## src/rtl/linescanner_line_buffer.sv

```systemverilog
// Frames captured pixels into first/last-marked lines and buffers them in a FWFT FIFO.
// Optional statistics outputs: define LINESCANNER_LINE_BUFFER_STATS_EN.
module linescanner_line_buffer #(
    parameter int DEPTH       = 16,
    parameter int LINE_PIXELS = 1024
) (
    input  logic        main_clock,
    input  logic        n_reset,
    input  logic        enable,
    input  logic        lval,
    input  logic [7:0]  pixel_data,
    input  logic        pixel_captured,
    output logic [7:0]  m_data,
    output logic        m_first,
    output logic        m_last,
    output logic        m_valid,
    input  logic        m_ready,
    output logic        overflow,
    output logic [15:0] line_count,
    output logic [15:0] last_line_length
);

    localparam int          AW       = $clog2(DEPTH);
    localparam logic [15:0] LAST_IDX = 16'(LINE_PIXELS - 1);

    typedef enum logic [1:0] {
        IDLE,
        ACTIVE,
        TRUNC
    } state_t;

    state_t      state;
    logic        lval_q;
    logic        hold_valid;
    logic        hold_first;
    logic        hold_flush;
    logic [7:0]  hold_data;
    logic [15:0] pix_cnt;

    logic        line_end;
    logic        accept;
    logic        wr_en;
    logic        wr_last;

    logic [AW:0] wptr;
    logic [AW:0] rptr;
    logic [9:0]  mem [DEPTH];
    logic [9:0]  rd_word;
    logic        full;
    logic        empty;
    logic        rd_en;

    assign line_end = lval_q & ~lval;
    assign accept   = pixel_captured & lval & enable & (state != TRUNC);

    // The held pixel leaves on the next accept, the line end, or a truncation flush.
    always_comb begin
        wr_en   = 1'b0;
        wr_last = 1'b0;
        if (enable) begin
            case (state)
                ACTIVE: begin
                    if (accept) begin
                        wr_en   = hold_valid;
                        wr_last = 1'b0;
                    end else if (line_end) begin
                        wr_en   = hold_valid;
                        wr_last = 1'b1;
                    end
                end
                TRUNC: begin
                    if (hold_valid && hold_flush) begin
                        wr_en   = 1'b1;
                        wr_last = 1'b1;
                    end
                end
                default: begin
                    wr_en   = 1'b0;
                    wr_last = 1'b0;
                end
            endcase
        end
    end

    always_ff @(posedge main_clock or negedge n_reset) begin
        if (!n_reset) begin
            state      <= IDLE;
            lval_q     <= 1'b0;
            hold_valid <= 1'b0;
            hold_first <= 1'b0;
            hold_flush <= 1'b0;
            hold_data  <= '0;
            pix_cnt    <= '0;
        end else begin
            lval_q <= lval;
            if (!enable) begin
                state      <= IDLE;
                hold_valid <= 1'b0;
                hold_flush <= 1'b0;
                pix_cnt    <= '0;
            end else begin
                case (state)
                    IDLE: begin
                        if (accept) begin
                            hold_valid <= 1'b1;
                            hold_first <= 1'b1;
                            hold_data  <= pixel_data;
                            pix_cnt    <= 16'd1;
                            if (LINE_PIXELS == 1) begin
                                hold_flush <= 1'b1;
                                state      <= TRUNC;
                            end else begin
                                state <= ACTIVE;
                            end
                        end
                    end
                    ACTIVE: begin
                        if (accept) begin
                            hold_data  <= pixel_data;
                            hold_first <= 1'b0;
                            pix_cnt    <= pix_cnt + 16'd1;
                            if (pix_cnt == LAST_IDX) begin
                                hold_flush <= 1'b1;
                                state      <= TRUNC;
                            end
                        end else if (line_end) begin
                            hold_valid <= 1'b0;
                            pix_cnt    <= '0;
                            state      <= IDLE;
                        end
                    end
                    TRUNC: begin
                        if (hold_flush) begin
                            hold_valid <= 1'b0;
                            hold_flush <= 1'b0;
                        end
                        if (line_end) begin
                            pix_cnt <= '0;
                            state   <= IDLE;
                        end
                    end
                    default: begin
                        state <= IDLE;
                    end
                endcase
            end
        end
    end

    assign empty = (wptr == rptr);
    assign full  = (wptr[AW] != rptr[AW]) &&
                   (wptr[AW-1:0] == rptr[AW-1:0]);
    assign rd_en = m_valid & m_ready;

    always_ff @(posedge main_clock or negedge n_reset) begin
        if (!n_reset) begin
            wptr     <= '0;
            rptr     <= '0;
            overflow <= 1'b0;
        end else begin
            if (wr_en && !full) begin
                wptr <= wptr + 1'b1;
            end
            if (rd_en) begin
                rptr <= rptr + 1'b1;
            end
            overflow <= enable ? (overflow | (wr_en & full)) : 1'b0;
        end
    end

    always_ff @(posedge main_clock) begin
        if (wr_en && !full) begin
            mem[wptr[AW-1:0]] <= {hold_first, wr_last, hold_data};
        end
    end

    // Outputs are gated by m_valid so reset clears them without a clock.
    assign rd_word = mem[rptr[AW-1:0]];
    assign m_valid = ~empty;
    assign m_data  = m_valid ? rd_word[7:0] : 8'd0;
    assign m_last  = m_valid & rd_word[8];
    assign m_first = m_valid & rd_word[9];

`ifdef LINESCANNER_LINE_BUFFER_STATS_EN
    always_ff @(posedge main_clock or negedge n_reset) begin
        if (!n_reset) begin
            line_count       <= '0;
            last_line_length <= '0;
        end else if (wr_en && wr_last) begin
            line_count       <= line_count + 16'd1;
            last_line_length <= pix_cnt;
        end
    end
`else
    assign line_count       = '0;
    assign last_line_length = '0;
`endif

endmodule

```

## config.mk

```make
export PLATFORM = sky130hd
export DESIGN_NAME = linescanner_line_buffer
export DESIGN_NICKNAME = d
export VERILOG_FILES = /design/src/rtl/linescanner_line_buffer.sv
export SDC_FILE = /design/constraint.sdc
export NUM_CORES = 1
export LEC_CHECK = 0
export CAP_MARGIN = 20
export CORE_ASPECT_RATIO = 1.5
export CORE_UTILIZATION = 59
export DETAILED_ROUTE_END_ITERATION = 16
export PLACE_DENSITY_LB_ADDON = 0.2
export SLEW_MARGIN = 10
export SYNTH_ARGS = -nofsm -noshare
export SYNTH_HDL_FRONTEND = slang
export SYNTH_SLANG_ARGS = --single-unit
```

## constraint.sdc

```tcl
create_clock -name main_clock -period 3 [get_ports main_clock]
set_input_delay 0.6 -clock main_clock [delete_from_list [all_inputs] [get_ports main_clock]]
set_output_delay 0.6 -clock main_clock [all_outputs]
set_load 0.05 [all_outputs]
```

==> results of run 1 <==
## power breakdown
part	internal, W	total (W)	switching (W)
logic	0.00113	0.00271	0.00159
registers	0.00321	0.00346	0.000258
clock network	0.00144	0.00240	0.000962
## registers in the layout (all words and copies together) (netlist names), 2 cells and up
register	flops
hold_data	8
mem	160
pix_cnt	16
rptr	5
state	2
wptr	5
## critical path, stage by stage (launching register included)
cell                       delay [ps]
sky130_fd_sc_hd__dfrtp_4          510
sky130_fd_sc_hd__buf_12           150
sky130_fd_sc_hd__buf_4            150
sky130_fd_sc_hd__mux4_2           400
sky130_fd_sc_hd__nor2b_1          170
sky130_fd_sc_hd__a211oi_2         240
sky130_fd_sc_hd__nor3_1            80
sky130_fd_sc_hd__buf_4            200
## cells by family after synthesis
family,synth area share
multiplexers,0.1150
AO/OA/AOI/OAI,0.06158
flip-flops,0.6627
buffers and inverters,0.05119
other,0.0004262
AND/OR/NAND/NOR,0.08092
XOR/XNOR,0.01394
adder cells (fa/ha/maj),0.01422
## routing by layer
metal / vias up / routed length (um) / share of wire / global-route usage
met5: - / 0 / 0 / 0
met4: 0 / 758 / 0.040 / 0.1159
met3: 43 / 974 / 0.051 / 0.03394
met2: 173 / 10280 / 0.54 / 0.4578
met1: 2568 / 6957 / 0.37 / 0.3124
li1: 2256 / - / - / -
## final cells by class
class                   count  area [um^2]
clock buffers              22        496.7
clock inverters            11        128.9
fillers                   966         4347
inverters                  12        45.04
multi-input cells         322         2685
flip-flops and latches    201         5836
well taps                 196        245.2
repair buffers             69        743.2
## metrics by stage
step | instances | total power [W] | hold slack, ps
2_1_floorplan | 593 | 0.005299 | 304.4
3_3_place_gp | 791 | 0.006006 | 513.6
3_5_place_dp | 791 | 0.006055 | 506.8
4_1_cts | 828 | 0.008548 | 125.7
5_1_grt | 833 | 0.008906 | 155.8
6_report | 833 | 0.008582 | 105.5
## Yosys cell counts (7+ instances only)
| cell type | instances | area, um^2 |
|---|---|---|
| sky130_fd_sc_hd__edfxtp_1 | 160 | 4805 |
| sky130_fd_sc_hd__dfrtp_1 | 41 | 1026 |
| sky130_fd_sc_hd__mux4_2 | 40 | 900.9 |
| sky130_fd_sc_hd__buf_4 | 36 | 270.3 |
| sky130_fd_sc_hd__nor2_1 | 28 | 105.1 |
| sky130_fd_sc_hd__nor3_1 | 20 | 100.1 |
| sky130_fd_sc_hd__o21ai_0 | 18 | 90.09 |
| sky130_fd_sc_hd__a21oi_1 | 17 | 85.08 |
| sky130_fd_sc_hd__and3_1 | 17 | 106.4 |
| sky130_fd_sc_hd__nand2_1 | 15 | 56.30 |
| sky130_fd_sc_hd__inv_1 | 12 | 45.04 |
| sky130_fd_sc_hd__nor2b_1 | 12 | 75.07 |
| sky130_fd_sc_hd__o22ai_1 | 12 | 75.07 |
| sky130_fd_sc_hd__a211oi_1 | 11 | 82.58 |
| sky130_fd_sc_hd__clkbuf_1 | 11 | 41.29 |
| sky130_fd_sc_hd__nand3_1 | 11 | 55.05 |
| sky130_fd_sc_hd__ha_1 | 10 | 125.1 |
| sky130_fd_sc_hd__mux2_2 | 9 | 101.4 |
| sky130_fd_sc_hd__xnor2_1 | 8 | 70.07 |
| sky130_fd_sc_hd__buf_2 | 7 | 35.03 |
## layout by cell type, fill, tap and decap left out, drive strengths merged, types with 4 or more instances in the layout
cell             n
nand3           11
conb            32
nor2b           12
nor3            20
dfrtp           41
and2             5
nand4            7
xor2             6
nor4             4
and3            17
o22ai           12
a21oi           17
edfxtp         160
nor2            28
mux4            40
buf             56
clkbuf          22
inv             12
clkinv           7
a211oi          11
a31oi            6
mux2             9
xnor2            8
nand2           15
clkdlybuf4s50   13
ha              10
o21ai           22
## worst max path at each step
stage,start,endpoint,slack [ps],depth (start not counted)
finish,rptr[0],m_last,30,7
global placement,lval,mem[3][2],270,7
floorplan,rptr[0],m_first,40,6
CTS,rptr[0],m_last,10,7
global route,rptr[0],m_last,-10,7
detailed placement,lval,mem[11][7],220,7
## timing repair
action                                  in CTS  in global routing
hold buffers                                 0                  0
cloned                                       0                  1
setup buffers                                4                  4
resized for setup                            5                 12
pin swaps                                    0                  1
endpoints found under the setup margin      10                 11
==> qor.log, run 1 <==
qor: floorplan.row_count 54
qor: cts.cts-root-to-sink-buffers 3
qor: floorplan.floorplan.die.height 151.6 um
qor: sta.tns 0 ps
qor: floorplan.initial_utilization 0.6057
qor: sta.slew_headroom 0.5251
qor: grt.first_global_vias 5230
qor: synth.synth_cell_types 56
qor: grt.grt_pass1_wl 28.82 mm
qor: placement.routabilityCongestion 0.9109
qor: setup_path.crit_path_end_kind output port
qor: final_layout.postLayoutCellArea 10180 um^2
qor: final_layout.num-nets-final 649
qor: cts.cts_root_buffer sky130_fd_sc_hd__clkbuf_16
qor: cts.htree_levels 1
qor: setup_path.r2r_start rptr[0]
qor: cts.cts.reportedPaths.clkPinSlew 60 ps
qor: sta.report.final.setup_viol 0
qor: floorplan.die_w 101.7 um
qor: placement.placed_cell_area 9412 um^2
qor: sta.finClkSkew 7.546 ps
qor: min_path.hold_class in -> async
qor: final_layout.antenna_cells_inserted 0
qor: synth.most_frequently_used_flop_master_after_synthesis sky130_fd_sc_hd__edfxtp_1
qor: power.irDropWorstVdd 0.8415 mV
qor: cts.tritoncts_buffers 19
qor: synth.synth_area_per_cell 15.66 um^2
qor: grt.pin_count_of_the_biggest_net_entering_global_routing 25
qor: synth.synth_edf_count 160
qor: synth.synthesis_stage_register_bit_count 201
qor: synth.sequential_cell_area_fraction_in_the_yosys_report 0.6627
qor: placement.pre_cts_slack 217.9 ps
qor: grt.overflow 0
qor: routing.detailroute.via_count 5040
qor: sta.setup_slack 32.17 ps
qor: routing.first_pass_iters 5
qor: routing.routed_via_density 6.050
qor: setup_path.timing.reg2reg.setup_slack 590 ps
qor: grt.antenna_found_initial 0
qor: setup_path.criticalPathCategory reg -> out
qor: routing.drt.antenna.violating_nets 0
qor: outcome.status finished, final reports clean
qor: placement.port_buffers 25
qor: final_layout.fin_util 0.7008
qor: floorplan.coreArea 14530 um^2
qor: synth.post_synth_instance_area 8798 um^2
qor: cts.clock-sinks 201
qor: setup_path.arrival 2370 ps
qor: synth.synthCells 562
qor: placement.dp_hpwl 12.80 mm
qor: final_layout.syn_to_final_growth 15.70%
qor: setup_path.critical_path_source_type flip-flop
qor: synth.synthArstFlopShare 0.2040
qor: final_layout.layout-drive-gt1-share 0.2418
qor: job.max_capacitance_violation_total 0
qor: cts.clk_latency 470 ps
qor: floorplan.die_footprint 15420 um^2
qor: routing.route.detailed.drc 0
qor: grt.gr-usage-all-layers 0.2580
qor: floorplan.ios 58
qor: routing.wl_per_cell 22.77 um
qor: sta.unrepaired_setup_endpoints_after_global_routing true
qor: power.leakage_power 3.714 nW
qor: sta.post-route-min-period 2968 ps
qor: sta.timing_hold_violations_final 0
qor: sta.slew_violations 0
qor: routing.dr.first_iter.drc_count 325
qor: power.cellPowerDensity 843.0 nW/um^2
qor: sta.worstMarginPinSlew 712.3 ps
qor: setup_path.cp_max_fo 5
qor: routing.postRouteWirelength 18.97 mm
qor: setup_path.reg2reg_depth 9
qor: setup_path.r2r-end mem[10][1]
qor: sta.fmax 336.9 MHz
qor: sta.min_period_over_period 0.9893
qor: setup_path.required 2400 ps
qor: cts.cts_tree done
qor: synth.synth.yosys.warnings 0
Power figures use the tool's default switching activity.
==> run 2: changes to the inputs <==
Settings changed: ABC_CLOCK_PERIOD_IN_PS from default to 3000.
==> results of run 2 <==
No change in the layout: final DEF, timing and power equal those of run 1.
==> run 3: changes to the inputs <==
Settings changed: CORE_UTILIZATION 59 to 63, DONT_BUFFER_PORTS from default to 1.
==> run 3 against run 2 <==
The flow now finishes with violations (DRC). Global-route usage is 0.63 points higher. Core utilization grew 1.8 points. Clock skew is 3.8 ps higher. Non-clock buffer count fell by 29.
==> qor.log, run 3 (synthesis results as in run 1) <==
qor: setup_path.critical_path_source_type flip-flop
qor: final_layout.leading_cell_type_in_the_layout_fill_and_taps_excluded sky130_fd_sc_hd__edfxtp_1
qor: final_layout.antenna_cells_inserted 0
qor: sta.timing_hold_violations_final 0
qor: routing.detailroute.via_count 4933
qor: placement.dp_hpwl 12.53 mm
qor: setup_path.criticalPathCategory reg -> out
qor: final_layout.layout.cells.most_common_list 160 x sky130_fd_sc_hd__edfxtp_1, 40 x sky130_fd_sc_hd__mux4_2, 39 x sky130_fd_sc_hd__dfrtp_1
qor: cts.tritoncts_buffers 18
qor: cts.clock-sinks 201
qor: setup_path.arrival 2350 ps
qor: power.irDropWorstVdd 0.6338 mV
qor: final_layout.num-nets-final 619
qor: final_layout.layout-drive-gt1-share 0.2356
qor: grt.antenna_found_initial 0
qor: grt.grt_pass1_wl 28.35 mm
qor: final_layout.syn_to_final_growth 10.48%
qor: sta.finClkSkew 11.31 ps
qor: outcome.failed_checks DRC
qor: job.max_capacitance_violation_total 0
qor: sta.fmax 338.8 MHz
qor: routing.routed_via_density 6.415
qor: sta.slew_violations 0
qor: routing.drt.antenna.violating_nets 0
qor: power.cellPowerDensity 851.1 nW/um^2
qor: sta.slew_headroom 0.5390
qor: cts.cts-root-to-sink-buffers 3
qor: floorplan.floorplan.die.height 146.7 um
qor: final_layout.largest_reg_flops 160
qor: sta.unrepaired_setup_endpoints_after_global_routing true
qor: cts.clk_latency 490 ps
qor: power.leakage_power 3.526 nW
qor: placement.routabilityCongestion 0.9462
qor: grt.pin_count_of_the_biggest_net_entering_global_routing 42
qor: outcome.status finished, violations left
qor: sta.min_period_over_period 0.9839
qor: power.total_power 0.008274 W
qor: sta.tns 0 ps
qor: cts.htree_levels 1
qor: routing.dr.first_iter.drc_count 398
qor: cts.cts_root_buffer sky130_fd_sc_hd__clkbuf_16
qor: final_layout.postLayoutCellArea 9721 um^2
qor: grt.first_global_vias 5017
qor: setup_path.slowest_delay 520 ps
qor: floorplan.die_w 98.49 um
qor: setup_path.cp_max_fo 13
qor: routing.route.detailed.drc 3
qor: setup_path.worstPathCellList buf_12 -> mux4_2 -> nor2b_1 -> a211oi_2 -> nor3_2 -> buf_4
qor: floorplan.die_footprint 14450 um^2
qor: routing.first_pass_iters 11
qor: routing.wl_per_cell 24.16 um
qor: floorplan.coreArea 13530 um^2
qor: floorplan.initial_utilization 0.6501
qor: setup_path.crit_path_end_kind output port
qor: cts.cts_tree done
qor: floorplan.ios 58
qor: grt.overflow 0
qor: setup_path.crit_slowest_cell sky130_fd_sc_hd__mux4_2
qor: grt.gr-usage-all-layers 0.2643
qor: sta.hold_ws 146.4 ps
qor: min_path.hold_class in -> reg
qor: placement.port_buffers 0
qor: final_layout.fillers 829
qor: sta.report.final.setup_viol 0
qor: cts.cts.reportedPaths.clkPinSlew 60 ps
qor: sta.worstMarginPinSlew 691.5 ps
qor: routing.postRouteWirelength 18.58 mm
qor: sta.post-route-min-period 2952 ps
qor: final_layout.fin_util 0.7183
qor: floorplan.row_count 52
qor: placement.placed_cell_area 9044 um^2
qor: setup_path.required 2400 ps
## run 3: final timing paths
path / end / depth (start not counted) / slack [ps] / from
hold reg to reg: rptr[4] / 1 / 530 / rptr[4]
max in group asynchronous: hold_data[0] / 2 / 2220 / n_reset
setup reg to reg: mem[9][0] / 7 / 340 / state[0]
min in group asynchronous: pix_cnt[3] / 2 / 560 / n_reset
setup / recovery: m_first / 6 / 50 / rptr[0]
hold / removal: lval_q / 0 / 150 / lval
## run 3: final cells by class
cell class                 instances  area [um^2]  area share
multi-input combinational        322         2734      0.2812
tap                              162        202.7     0.02085
timing repair buffer              40        374.1     0.03849
clock inverter                     7        55.05    0.005664
sequential                       201         5833      0.6001
inverter                          12        45.04    0.004634
clock buffer                      25        476.7     0.04904
## run 3: per-stage QoR
stage	setup slack, ps	cells
finish	48.20	769
global route	-32.67	769
CTS	6.562	767
detailed placement	352.3	733
global placement	398.0	733
floorplan	35.49	593
## run 3: report_power, final
group	leakage (nW)	internal [W]	switching [W]
registers	1.99	0.00320	0.000267
clock network	0.255	0.00113	0.000953
logic	1.28	0.00111	0.00161
total	3.53	0.00544	0.00283
## run 3: worst max-delay path, delay by kind of cell, from the launching register on
kind            cells  cell delay (ps)
compound gates      1              310
flops               1              430
simple gates        2              240
buf+inv             2              370
mux                 1              520
## run 3: metal layers
metal	up-vias	share of wire	global-route usage
met1	2521	0.36	0.3054
met2	182	0.55	0.4919
met5	-	0	0
li1	2192	-	-
met4	0	0.032	0.09925
met3	38	0.055	0.04186
## run 3: what timing repair did
item | in CTS | in global routing
gates resized for setup | 11 | 8
endpoints found under the setup margin | 10 | 9
hold endpoints to repair | 41 | 0
pin swaps | 0 | 1
buffers inserted | 0 | 1
hold buffers | 2 | 0
gates cloned | 0 | 1
